[src/rtl/nibble_loop_sequencer_if.sv]
// Shared ALU command/control types and the op/result handshake bundle
// between the issue logic and the nibble-loop sequencer.
package nibble_loop_pkg;
    typedef enum logic [3:0] {
        ALU_ADD   = 4'd0,
        ALU_SUB   = 4'd1,
        ALU_AND   = 4'd2,
        ALU_OR    = 4'd3,
        ALU_XOR   = 4'd4,
        ALU_LSHFT = 4'd5,
        ALU_RSHFT = 4'd6,
        ALU_PASS  = 4'd7
    } AluCmd;

    typedef struct packed {
        AluCmd cmd;
        logic  carry_in;
        logic  carry_disable;
    } AluCtrl;
endpackage

interface nibble_loop_sequencer_if;
    import nibble_loop_pkg::*;

    logic        op_valid;
    logic        op_ready;
    AluCmd       op_cmd;
    logic [1:0]  op_size;
    logic        op_signed;
    logic [31:0] op_w1;
    logic [31:0] op_w2;

    logic        res_valid;
    logic        res_ready;
    logic [31:0] res_data;
    logic        res_zero;
    logic        res_neg;
    logic        res_err;

    // Issuer / consumer side
    modport master (
        output op_valid, op_cmd, op_size, op_signed, op_w1, op_w2, res_ready,
        input  op_ready, res_valid, res_data, res_zero, res_neg, res_err
    );

    // Sequencer side
    modport slave (
        input  op_valid, op_cmd, op_size, op_signed, op_w1, op_w2, res_ready,
        output op_ready, res_valid, res_data, res_zero, res_neg, res_err
    );
endinterface

[src/rtl/nibble_loop_sequencer.sv]
// Issue/retire stage for the nibble-loop ALU: accepts one op, preloads the
// loop, runs it until idle (or timeout) and holds the result until consumed.
module nibble_loop_sequencer
    import nibble_loop_pkg::*;
#(
    parameter int unsigned TIMEOUT_CYCLES = 12
) (
    input  logic        clk,
    input  logic        rst_n,
    nibble_loop_sequencer_if.slave bus,
    output logic        loop_perm_to_count,
    output logic [2:0]  loop_nibbles_number,
    output AluCtrl      loop_ctrl,
    output logic        word2_is_negative,
    output logic [31:0] word1,
    output logic [31:0] word2,
    output logic [31:0] preinit_result,
    input  logic        busy,
    input  logic [31:0] result
);
    localparam int unsigned CW = $clog2(TIMEOUT_CYCLES + 1);
    localparam logic [CW-1:0] LAST = CW'(TIMEOUT_CYCLES - 1);

    typedef enum logic [1:0] {S_IDLE, S_INIT, S_RUN, S_DONE} state_t;

    state_t      r_state;
    state_t      w_next;
    logic [CW-1:0] r_cnt;

    logic        w_op_ready;
    logic        w_perm;
    logic        w_accept;
    logic        w_capture;
    logic        w_timeout;
    logic        w_retire;

    logic [2:0]  w_nib;
    logic        w_sign_bit;
    logic [31:0] w_mask;

    logic [2:0]  r_nib;
    AluCtrl      r_ctrl;
    logic        r_w2_neg;
    logic [31:0] r_w1;
    logic [31:0] r_w2;
    logic [31:0] r_preinit;

    logic        r_res_valid;
    logic [31:0] r_res_data;
    logic        r_res_zero;
    logic        r_res_neg;
    logic        r_res_err;

    // State register
    always_ff @(posedge clk) begin
        if (!rst_n) r_state <= S_IDLE;
        else        r_state <= w_next;
    end

    // Next-state and handshake decode; r_cnt counts completed RUN cycles, so
    // r_cnt==0 is the first RUN cycle where busy is not yet meaningful
    always_comb begin
        w_next     = r_state;
        w_op_ready = 1'b0;
        w_perm     = 1'b0;
        w_accept   = 1'b0;
        w_capture  = 1'b0;
        w_timeout  = 1'b0;
        w_retire   = 1'b0;
        case (r_state)
            S_IDLE: begin
                w_op_ready = 1'b1;
                if (bus.op_valid) begin
                    w_accept = 1'b1;
                    w_next   = S_INIT;
                end
            end
            S_INIT: w_next = S_RUN;
            S_RUN: begin
                w_perm = 1'b1;
                if ((r_cnt != '0) && !busy) begin
                    w_capture = 1'b1;
                    w_next    = S_DONE;
                end else if (r_cnt == LAST) begin
                    w_capture = 1'b1;
                    w_timeout = 1'b1;
                    w_next    = S_DONE;
                end
            end
            S_DONE: begin
                w_perm = 1'b1;
                if (bus.res_ready) begin
                    w_retire = 1'b1;
                    w_next   = S_IDLE;
                end
            end
            default: w_next = S_IDLE;
        endcase
    end

    // Operand size to index of last nibble
    always_comb begin
        case (bus.op_size)
            2'd0:    w_nib = 3'd1;
            2'd1:    w_nib = 3'd3;
            2'd2:    w_nib = 3'd7;
            default: w_nib = 3'd0;
        endcase
    end

    // Result width mask for the registered nibble count
    always_comb begin
        case (r_nib)
            3'd0:    w_mask = 32'h0000_000f;
            3'd1:    w_mask = 32'h0000_00ff;
            3'd3:    w_mask = 32'h0000_ffff;
            default: w_mask = 32'hffff_ffff;
        endcase
    end

    // Top bit of the selected width sits at 4*N+3 = {N, 2'b11}
    assign w_sign_bit = bus.op_w2[{w_nib, 2'b11}];

    // Operand/control capture, timeout counter and result capture
    always_ff @(posedge clk) begin
        if (!rst_n) begin
            r_nib       <= '0;
            r_ctrl      <= '0;
            r_w2_neg    <= 1'b0;
            r_w1        <= '0;
            r_w2        <= '0;
            r_preinit   <= '0;
            r_cnt       <= '0;
            r_res_valid <= 1'b0;
            r_res_data  <= '0;
            r_res_zero  <= 1'b0;
            r_res_neg   <= 1'b0;
            r_res_err   <= 1'b0;
        end else begin
            if (w_accept) begin
                r_nib         <= w_nib;
                r_ctrl.cmd    <= bus.op_cmd;
                r_ctrl.carry_in      <= 1'b0;
                r_ctrl.carry_disable <= 1'b0;
                r_w2_neg      <= bus.op_signed & w_sign_bit;
                r_w1          <= bus.op_w1;
                r_w2          <= bus.op_w2;
                r_preinit     <= (bus.op_cmd == ALU_RSHFT) ? '0 : bus.op_w1;
            end
            if (r_state == S_INIT) r_cnt <= '0;
            else if (r_state == S_RUN && !w_capture) r_cnt <= r_cnt + 1'b1;
            if (w_capture) begin
                r_res_valid <= 1'b1;
                r_res_data  <= result;
                r_res_zero  <= ((result & w_mask) == '0);
                r_res_neg   <= result[{r_nib, 2'b11}];
                r_res_err   <= w_timeout;
            end
            if (w_retire) begin
                r_res_valid <= 1'b0;
                r_res_err   <= 1'b0;
            end
        end
    end

    assign bus.op_ready        = w_op_ready;
    assign bus.res_valid       = r_res_valid;
    assign bus.res_data        = r_res_data;
    assign bus.res_zero        = r_res_zero;
    assign bus.res_neg         = r_res_neg;
    assign bus.res_err         = r_res_err;

    assign loop_perm_to_count  = w_perm;
    assign loop_nibbles_number = r_nib;
    assign loop_ctrl           = r_ctrl;
    assign word2_is_negative   = r_w2_neg;
    assign word1               = r_w1;
    assign word2               = r_w2;
    assign preinit_result      = r_preinit;
endmodule
[src/flat_wrapper.sv]
// flat-port wrapper written by rule: the top's interface ports become plain ports
module nibble_loop_sequencer_flat import nibble_loop_pkg::*;
#(
    parameter int unsigned TIMEOUT_CYCLES = 12
)
  (clk, rst_n, loop_perm_to_count, loop_nibbles_number, loop_ctrl, word2_is_negative, word1, word2, preinit_result, busy, result, bus_op_valid, bus_op_cmd, bus_op_size, bus_op_signed, bus_op_w1, bus_op_w2, bus_res_ready, bus_op_ready, bus_res_valid, bus_res_data, bus_res_zero, bus_res_neg, bus_res_err);
  nibble_loop_sequencer_if bus_i ();
  input  logic clk;
  input  logic rst_n;
  output logic loop_perm_to_count;
  output logic [2:0] loop_nibbles_number;
  output AluCtrl loop_ctrl;
  output logic word2_is_negative;
  output logic [31:0] word1;
  output logic [31:0] word2;
  output logic [31:0] preinit_result;
  input  logic busy;
  input  logic [31:0] result;
  input wire logic [$bits(bus_i.op_valid)-1:0] bus_op_valid;
  input wire logic [$bits(bus_i.op_cmd)-1:0] bus_op_cmd;
  input wire logic [$bits(bus_i.op_size)-1:0] bus_op_size;
  input wire logic [$bits(bus_i.op_signed)-1:0] bus_op_signed;
  input wire logic [$bits(bus_i.op_w1)-1:0] bus_op_w1;
  input wire logic [$bits(bus_i.op_w2)-1:0] bus_op_w2;
  input wire logic [$bits(bus_i.res_ready)-1:0] bus_res_ready;
  output wire logic [$bits(bus_i.op_ready)-1:0] bus_op_ready;
  output wire logic [$bits(bus_i.res_valid)-1:0] bus_res_valid;
  output wire logic [$bits(bus_i.res_data)-1:0] bus_res_data;
  output wire logic [$bits(bus_i.res_zero)-1:0] bus_res_zero;
  output wire logic [$bits(bus_i.res_neg)-1:0] bus_res_neg;
  output wire logic [$bits(bus_i.res_err)-1:0] bus_res_err;
  assign bus_i.op_valid = bus_op_valid;
  assign bus_i.op_cmd = bus_op_cmd;
  assign bus_i.op_size = bus_op_size;
  assign bus_i.op_signed = bus_op_signed;
  assign bus_i.op_w1 = bus_op_w1;
  assign bus_i.op_w2 = bus_op_w2;
  assign bus_i.res_ready = bus_res_ready;
  assign bus_op_ready = bus_i.op_ready;
  assign bus_res_valid = bus_i.res_valid;
  assign bus_res_data = bus_i.res_data;
  assign bus_res_zero = bus_i.res_zero;
  assign bus_res_neg = bus_i.res_neg;
  assign bus_res_err = bus_i.res_err;
  nibble_loop_sequencer #(.TIMEOUT_CYCLES(TIMEOUT_CYCLES)) u_core (.clk(clk), .rst_n(rst_n), .bus(bus_i), .loop_perm_to_count(loop_perm_to_count), .loop_nibbles_number(loop_nibbles_number), .loop_ctrl(loop_ctrl), .word2_is_negative(word2_is_negative), .word1(word1), .word2(word2), .preinit_result(preinit_result), .busy(busy), .result(result));
endmodule
[config.mk]
export PLATFORM = sky130hd
export DESIGN_NAME = nibble_loop_sequencer_flat
export DESIGN_NICKNAME = d
export VERILOG_FILES = /design/src/rtl/nibble_loop_sequencer_if.sv /design/src/rtl/nibble_loop_sequencer.sv /design/src/flat_wrapper.sv
export SDC_FILE = /design/constraint.sdc
export NUM_CORES = 1
export LEC_CHECK = 0
export ABC_CLOCK_PERIOD_IN_PS = 2260
export CORE_MARGIN = 1
export CORE_UTILIZATION = 42
export DETAILED_ROUTE_END_ITERATION = 12
export PLACE_DENSITY = 0.78
export SYNTH_ARGS = -nofsm -noshare
export SYNTH_HDL_FRONTEND = slang
export SYNTH_SLANG_ARGS = --single-unit
[constraint.sdc]
create_clock -name clk -period 2.26 [get_ports clk]
set_clock_uncertainty 0.05 [all_clocks]
set_input_delay 0.452 -clock clk [delete_from_list [all_inputs] [get_ports clk]]
set_output_delay 0.452 -clock clk [all_outputs]
set_load 0.005 [all_outputs]
Word level (Yosys, flattened, before mapping)
Cells that the tools add are included.
{"block": "word_totals", "reg_bits": 146, "latch_bits": 0, "ram_bits": 0, "rom_bits": 0, "in_bits": 108, "out_inout_bits": 144, "elab_cells": 67, "mem_count": 0}
{"block": "op_classes", "add_sub_neg": 1, "n_mul": 0, "n_div": 0, "n_lt_le_gt_ge": 2, "eq_ne": 12, "shift": 0, "n_mux": 23, "n_bitwise": 3, "n_reduce_logical": 13}
{"cell": "32-bit case mux with 3 select lines", "n": 1}
{"cell": "32-bit AND", "n": 1}
{"cell": "32-bit zero test", "n": 1}
{"cell": "32-bit two-way mux", "n": 1}
{"cell": "1-bit two-way mux", "n": 13}
{"cell": "5-bit by 6-bit < comparator with 1-bit output (second input constant)", "n": 2}
{"cell": "3-bit case mux with 3 select lines", "n": 1}
{"cell": "2-bit two-way mux", "n": 4}
{"cell": "2-bit case mux with 4 select lines", "n": 1}
{"cell": "1-bit binary-select mux with 3-bit select", "n": 2}
{"cell": "2-bit equality test (second input constant)", "n": 3}
{"cell": "2-bit OR reduction", "n": 3}
{"cell": "4-bit by 1-bit adder with 4-bit output (second input constant)", "n": 1}
{"cell": "2-bit by 1-bit equality test with 1-bit output (second input constant)", "n": 2}
{"cell": "4-bit by 3-bit equality test with 1-bit output (second input constant)", "n": 1}
{"cell": "4-bit equality test (second input constant)", "n": 1}
{"cell": "2-bit zero test", "n": 2}
{"cell": "2-bit inequality test (second input constant)", "n": 2}
{"cell": "4-bit nonzero test", "n": 1}
{"cell": "3-bit by 1-bit equality test with 1-bit output (second input constant)", "n": 1}
{"cell": "3-bit by 2-bit equality test with 1-bit output (second input constant)", "n": 1}
{"cell": "3-bit zero test", "n": 1}
{"cell": "3-bit by 1-bit inequality test with 1-bit output (second input constant)", "n": 1}
{"cell": "3-bit AND reduction", "n": 1}
{"cell": "other kinds (4)", "n": 6}

Longest topological paths before layout
{"block": "depth", "ltp_word": 6, "depth_mapped": 8, "mapped_depth_nobuf": 6}

Worst setup path before layout
Ideal clock, no wire load.
{"block": "synth_timing", "path_type": "reg2out", "startpoint": "reg u_core.r_state[0]", "endpoint": "out loop_perm_to_count", "arrival_ps": 1223, "required_time_ps": 1758, "slack_ps": 535, "path_stages_with_launch": 6, "n_path_buf": 2, "path_cell_list": "dfxtp_1 > inv_1 > ha_1 > buf_2 > clkbuf_1 > or2_2"}
{"block": "synth_via", "elab_chain_cells": 3, "word_cells_on_any_way": 4, "cone_classes": "eq/ne: 2; mux: 1; reduce/logical: 1"}
{"item": "from (decl)", "line_no": "nibble_loop_sequencer.sv:26", "text": "state_t r_state;"}
{"item": "from (signal assigned)", "line_no": "nibble_loop_sequencer.sv:57", "text": "else r_state <= w_next;"}
{"item": "2-bit equality test", "line_no": "nibble_loop_sequencer.sv:70", "text": "case (r_state)"}
{"item": "2-bit OR reduction (no source line) *"}
{"item": "1-bit two-way mux *", "line_no": "nibble_loop_sequencer.sv:70"}
{"item": "to (decl)", "line_no": "flat_wrapper.sv:10", "text": "output logic loop_perm_to_count;"}
Mark *: on every way between the ends. The rest lies on a longest branch, timed or not.

Worst setup path after layout
{"block": "layout_timing", "startpoint": "reg u_core.r_state[1]", "endpoint": "out bus_op_ready"}
{"block": "layout_via", "elab_chain_cells": 2}
{"item": "2-bit zero test", "line_no": "nibble_loop_sequencer.sv:70"}
{"item": "1-bit two-way mux", "line_no": "nibble_loop_sequencer.sv:70"}
{"item": "to (decl)", "line_no": "flat_wrapper.sv:26", "text": "output wire logic [$bits(bus_i.op_ready)-1:0] bus_op_ready;"}
No other way between the ends.

==> results.txt <==
- The flow ran to the end, and the final reports show no timing, DRC or antenna violations.
- The number of global-route vias before repair came to slightly below 6000.
* Setup bufs post-CTS: 0
* CP Buf/Inv Count: 2
- Post-route DRC: 0
- Launch instance of the worst min-delay path: u_core.preinit_result[21]
- Once detail routing completed, the nets flagged for antenna violations numbered 0.
- Counting cells, the worst reg-to-reg path comes to 7.
* Vias after detailed routing: 5998
- For this configuration, the core starts out at a cell density of 43.5%.
- Input and output buffers added on the ports amount to 249.
- Once placement completed, the tool counted placed cells totaling 1091.
* Cells after Synth: 710
- Sort of element at the start of the critical path: flip-flop
* Leading cell types by total area after synthesis: dfxtp_1, a21oi_1, nand2_1
- The number of clock buffers added by TritonCTS is 17.
- Sequential cells were found to cover about half of the synthesized design area.
- The worst register-to-register path has a setup slack of 0.16 ns.
* Final wirelength: 18400 microns
* Post-layout net count: 1050
- Counting along the longest clock path gives a buffer depth of 2.
- Count of placed standard cells in the final layout, fillers left out: 1123
* Synth async-reset ratio: 0%
* List of cells traversed by the critical path: inv_1, ha_1, clkdlybuf4s50_1
- The worst register-to-register path begins at u_core.r_state[0].
- The die covers 0.0143 sq mm.
- Summing every instance area after synthesis gives approximately 0.0058 sq mm.
* Number of setup violations in the final report: 0
- Summed over its instances, the top area cell type makes up 50.2% of the synthesized netlist area.
- The number of hold violations in the final report was 0.
- Post-layout power: 8.81 mW
* Clock-pin slew on the worst setup and hold paths: ~0.06 ns
- Core box area: 0.0134 sq mm
- Largest net degree at the start of global routing: 67
- In this run the core area contains 42 standard-cell rows.
* Power per cell area: 966 mW/mm^2
- In the final routed layout, each cell accounts on average for around 16 microns.
* Clk sink count: 146
- In the final layout, the share of cells above drive strength 1 is 6.76%.
* Y dimension of the die: 120 microns
* DRC marker count from the first detailed-route iteration: 428
- In the layout the commonest cells are clkdlybuf4s50_1, nand2_1, dfxtp_1, a21oi_1, nand3_1.
- Final-layout fill cell count: between 1000 and 1500
* Post-route cell area: 0.00913 sq mm
- Data on the critical path arrives at its endpoint at 1.69 ns.
- In this run, synthesis inferred 0 flip-flops with an integrated enable.
- The first global-routing pass estimated 28900 microns of wire.
* Routability congestion estimate: 0.835
* H-Tree Depth: 4
- Capturing point of the worst reg2reg path: u_core.bus.res_data[3]
- A synthesized cell averages 8.20 sq um.
- Setup repair after global routing missed its margin: false
- Total count of max-transition violations in the final report: 0
- Crit-path max cell delay: 0.57 ns
- CTS root buf: clkbuf_16
* Placement Cell Area: 0.00854 sq mm
- The floorplan step set the die width to 120 microns.
- For the final routed database, the setup TNS stands at 0 ns.
* Post-synth top flop: dfxtp_1
- Derived from the worst setup path, the maximum achievable clock frequency is between 400 and 500 MHz.
- Counting flops and latches in the post-synthesis netlist gives around 150.
- The worst-case IR drop observed on VDD is 647 uV.
- The cell family contributing the most delay on the critical path is buffers and inverters.
- Number of antenna violations at the first check in global routing: 0
* Worst Hold Path EP: u_core.preinit_result[21]
- Synth warn: 0
- The area growth from synthesis to layout is 56.7%.
- Worst Hold Margin: 0.401 ns
* Crit path kind: flip-flop to primary output
- For the finished layout, the period the worst path requires is 2.19 ns.
* Overall global routing resource usage: 25.7%
* Distinct cells, synth: 38
- On the critical path, the stage with the largest delay is an instance of clkdlybuf4s50_1.
- The worst hold path belongs to the class flip-flop to flip-flop.
* Maximum fanout count along the critical path: 4
- Hold Path Depth: 2
- Post-synthesis cell type with the largest combined area: dfxtp_1
- Max-cap violations in this run came to 0.
* Static power due to leakage: 3.24 nW
- The first TritonRoute pass finished after 5 iterations.
- Worst Setup End Kind: primary output
- 252 I/O pins were placed.
* Via-to-Cell Ratio: 5.34
* Ant diodes: 0
- Clock tree from TritonCTS: built
* Required arrival time at the worst endpoint: ~1.8 ns
- Commonest non-fill, non-tap cell in the layout: clkdlybuf4s50_1
- Once detailed placement completed, the half-perimeter wirelength came to 12700 microns.
- For this run the aggregate overflow at the end of global routing stands at 0.
* Worst skew pair latency: 0.42 ns
- The worst path uses a little over nine tenths of the clock period.
==> timing repair <==
item	4_1_cts	5_1_grt
hold endpoints to repair	0	0
endpoints found under the setup margin	1	0
hold buffers	0	0
gates resized for setup	2	0
==> cells in the mapped netlist (2+ instances only) <==
cell type    n
nand2_1    178
dfxtp_1    146
a21oi_1    138
nand3_1     36
clkbuf_1    35
nand4_1     35
o31ai_1     34
buf_2       23
inv_1       12
ha_1         8
nor4_1       8
a31oi_1      7
buf_1        6
nor2_1       6
a211oi_1     4
mux2i_1      4
mux4_2       4
nand2b_1     3
buf_4        2
nor2_2       2
o21ai_0      2
==> layout make-up <==
cell class | instances | area, sq um | area share [%]
flip-flops and latches | 146 | 2920 | 32.0
repair buffers | 270 | 2760 | 30.3
multi-input cells | 487 | 2590 | 28.3
clock buffers | 22 | 454 | 4.98
well taps | 176 | 220 | 2.41
clock inverters | 10 | 134 | 1.47
inverters | 12 | 47.5 | 0.521
==> cells by family after synthesis <==
kind of cell / after synthesis / share of synthesized area [%]
multiplexers: 8 / 2.23
AND/OR/NAND/NOR: 275 / 21.1
flip-flops: 146 / 50.2
other: 1 / 0.0644
adder cells (fa/ha/maj): 8 / 1.72
buffers and inverters: 78 / 5.65
AO/OA/AOI/OAI: 194 / 19.0
==> per-stage QoR <==
stage	setup WS (ns)	util [%]
final	0.0700	68.1
after global routing	0.00307	68.1
after CTS	0.0363	68.1
after floorplan	0.535	-
after detailed placement	0.125	63.7
after global placement	0.173	63.7
==> worst min-delay path, cell delays in order (launching register included) <==
cell	delay (ns)
dfxtp_1	0.31
nand2_1	0.05
a21oi_1	0.05
==> flip-flops by register name, summed over array words and instances (netlist names) <==
signal	cells
u_core.bus.res_data	32
u_core.word2	32
u_core.preinit_result	32
u_core.loop_nibbles_number	3
u_core.word2_is_negative	1
u_core.bus.res_neg	1
u_core.word1	32
u_core.bus.res_zero	1
u_core.r_cnt	4
u_core.r_state	2
u_core.bus.res_err	1
u_core.bus.res_valid	1
u_core.loop_ctrl	4
==> how the worst max path moves through the flow <==
stage,start,endpoint,slack (ns),cells after the start
5_1_grt,u_core.r_state[1],bus_op_ready,0.003,3
3_3_place_gp,bus_op_size[1],u_core.word2_is_negative,0.17,5
4_1_cts,u_core.r_state[0],bus_op_ready,0.04,3
2_1_floorplan,u_core.r_state[0],loop_perm_to_count,0.53,5
6_report,u_core.r_state[1],bus_op_ready,0.07,3
3_5_place_dp,bus_op_size[0],u_core.word2_is_negative,0.13,5
==> metal layers <==
layer	wire length [microns]	global-route usage, %	up-vias	share of wire, %
met5	0	0	-	0
met3	2080	11.3	38	11
met1	7320	29.1	2749	40
met2	8460	41.0	293	46
li1	-	-	2918	-
met4	567	13.1	0	3.1
==> power by group <==
part	internal [mW]	switching, mW	total [mW]
combinational	1.35	1.48	2.83
clock	1.76	1.05	2.81
sequential	2.96	0.216	3.18
total	6.07	2.75	8.81
(Power assumes the default switching activity.)
==> variant: new RTL, same flow settings <==
`TIMEOUT_CYCLES` is set to 12 in 2 places; all go to 24.
--- a/src/rtl/nibble_loop_sequencer.sv
+++ b/src/rtl/nibble_loop_sequencer.sv
@@ -3,7 +3,7 @@
 module nibble_loop_sequencer
     import nibble_loop_pkg::*;
 #(
-    parameter int unsigned TIMEOUT_CYCLES = 12
+    parameter int unsigned TIMEOUT_CYCLES = 24
 ) (
     input  logic        clk,
     input  logic        rst_n,
--- a/src/flat_wrapper.sv
+++ b/src/flat_wrapper.sv
@@ -1,7 +1,7 @@
 // flat-port wrapper written by rule: the top's interface ports become plain ports
 module nibble_loop_sequencer_flat import nibble_loop_pkg::*;
 #(
-    parameter int unsigned TIMEOUT_CYCLES = 12
+    parameter int unsigned TIMEOUT_CYCLES = 24
 )
   (clk, rst_n, loop_perm_to_count, loop_nibbles_number, loop_ctrl, word2_is_negative, word1, word2, preinit_result, busy, result, bus_op_valid, bus_op_cmd, bus_op_size, bus_op_signed, bus_op_w1, bus_op_w2, bus_res_ready, bus_op_ready, bus_res_valid, bus_res_data, bus_res_zero, bus_res_neg, bus_res_err);
   nibble_loop_sequencer_if bus_i ();
Check against the original RTL: no difference found for any inputs over 10 cycles, from zero or initial values and one cycle with rst_n low; that may be too few to reach the edited logic, so the function may still have changed.
==> variant against the original RTL <==
Final area increased by 1.4%; worst hold slack improved by 0.00076 ns; area after synthesis rose by 1.4%; sequential cell count up 1; count of clock-buffer cells in the layout down 4; power decreased by 2.4%; final cell count fell by 0.98%; worst setup slack improved by 0.069 ns; wire length decreased by 9.9%; critical path type unchanged; critical endpoint unchanged.
==> variant: results (changes against the original RTL) <==
Setup path
  – Crit path largest cell delay: 0.53 ns (-0.04 ns)
  – Worst R2R Setup Slack: 0.43 ns (+0.27 ns)
  – Worst flop-to-flop path startpoint: u_core.r_cnt[0]$_SDFFE_PP0P_
  – Reg-to-Reg End: u_core.bus.res_zero$_SDFFE_PN0P_
  – Worst Path Arrival: 1.62 ns (-0.07 ns)
  – Crit Path Max Fanout: 5 (+1)
  – Reg2Reg Depth: 7 (unchanged)
  – Slowest cell on crit path: clkdlybuf4s50_1

Run status
  – Status: complete, no violations

Pwr
  – Maximum vdd drop: 0.000497 V (-23%)
  – Leakage: 3.39 nW (+4.8%)

Min path
  – WHS Endpoint: u_core.bus.res_data[29]$_SDFFE_PN0P_

Drt
  – Via/cell ratio: 4.97 (-7.0%)
  – Initial DRC count: 361 (-16%)
  – Routed wire length: 16.6 mm (-9.9%)
  – DR pass1 iterations: 4 (-1)

Synthesis
  – Synth unique cells: 40 (+5.3%)
  – Sequential element share of the synthesized area: 49.8% (-0.37 points)
  – Synth cell count leaders: 240 x nand2_1, 147 x dfxtp_1, 106 x a21boi_0
  – Ys Warns: 0 (unchanged)
  – Ranking of synthesized cells by area: dfxtp_1 50%, nand2_1 15%, a21boi_0 13%

Final layout
  – Fill count: 1116 (+0.90%)
  – Final Net Count: 1039 (-1.0%)

STA
  – Hold slack: 0.401 ns (+0.000762 ns)
  – Rel. slew slack: 66.2%

Placement
  – GPL Wtd Cong: 0.797 (-4.6%)
  – Final HPWL from detailed placement: 11.7 mm (-7.8%)

GRT
  – Number of global-route vias before repair: 5190 (-11%)
  – Largest net degree at the start of global routing: 77 (+15%)
variant: cell types whose count changed after synthesis, moves of 13 or more:
cell and delta:
a21oi_1 -136, a21boi_0 +106, nand2_1 +62, nand4_1 -32, o31ai_1 -32, a21boi_1 +27
buf_2 -13
variant: how the worst max path moves through the flow:
stage,start,end,slack [ns],depth (start not counted)
floorplan,u_core.r_cnt[0]$_SDFFE_PP0P_,u_core.r_state[1]$_SDFFE_PN0P_,0.58,7
global placement,bus_op_size[0],u_core.word2_is_negative$_SDFFE_PN0P_,0.04,6
detailed placement,bus_op_size[0],u_core.word2_is_negative$_SDFFE_PN0P_,-0.0006,6
CTS,u_core.r_state[1]$_SDFFE_PN0P_,bus_op_ready,0.05,3
global route,u_core.r_state[1]$_SDFFE_PN0P_,bus_op_ready,0.06,3
finish,u_core.r_state[1]$_SDFFE_PN0P_,bus_op_ready,0.14,3
variant: logic make-up after synthesis:
logic type / share of synthesized area, %
other cells: 0.0635
fa+ha+maj: 1.69
xor+xnor: 0.593
flops: 49.8
compound gates: 19.1
simple gates: 21.9
buf+inv: 4.72
mux: 2.20
variant: timing repair:
action | 4_1_cts | 5_1_grt
resized for setup | 2 | 1
hold buffers | 0 | 0
endpoints found under the setup margin | 1 | 1
variant: layout make-up:
| type | instances | area, um^2 | share of cell area (%) |
|---|---|---|---|
| sequential | 147 | 2940 | 31.8 |
| timing repair buffer | 265 | 2720 | 29.4 |
| multi-input combinational | 484 | 2700 | 29.2 |
| clock buffer | 18 | 439 | 4.74 |
| tap | 176 | 220 | 2.38 |
| clock inverter | 14 | 200 | 2.16 |
| inverter | 8 | 30.0 | 0.324 |
variant: tightest hold or removal path: cells and delay by family (launching register included):
kind            cells  cell delay, ns
simple gates        1            0.05
compound gates      1            0.05
flops               1            0.31
variant: report_power, final:
group	total [mW]	internal [mW]	switching, mW	leakage (nW)
Clock	3.03	1.89	1.14	0.304
Sequential	3.16	2.96	0.204	1.20
Combinational	2.41	1.29	1.12	1.89
variant: layer usage:
layer,track usage (%),share of wire [%],vias up
met3,6.13,6.1,42
met4,12.4,3.9,0
li1,-,-,2747
met2,37.6,48,184
met1,26.7,42,2553
met5,0,0,-
variant: per-stage QoR:
stage	worst slack (ns)	area [um^2]	setup TNS, ns	utilization (%)	instances
2_1_floorplan	0.583	5910	0	-	691
3_5_place_dp	-0.000640	8620	-0.000640	63.8	1080
6_report	0.139	9260	0	68.5	1112
4_1_cts	0.0485	9260	0	68.5	1112
5_1_grt	0.0616	9260	0	68.5	1112
3_3_place_gp	0.0439	8620	0	63.8	1080
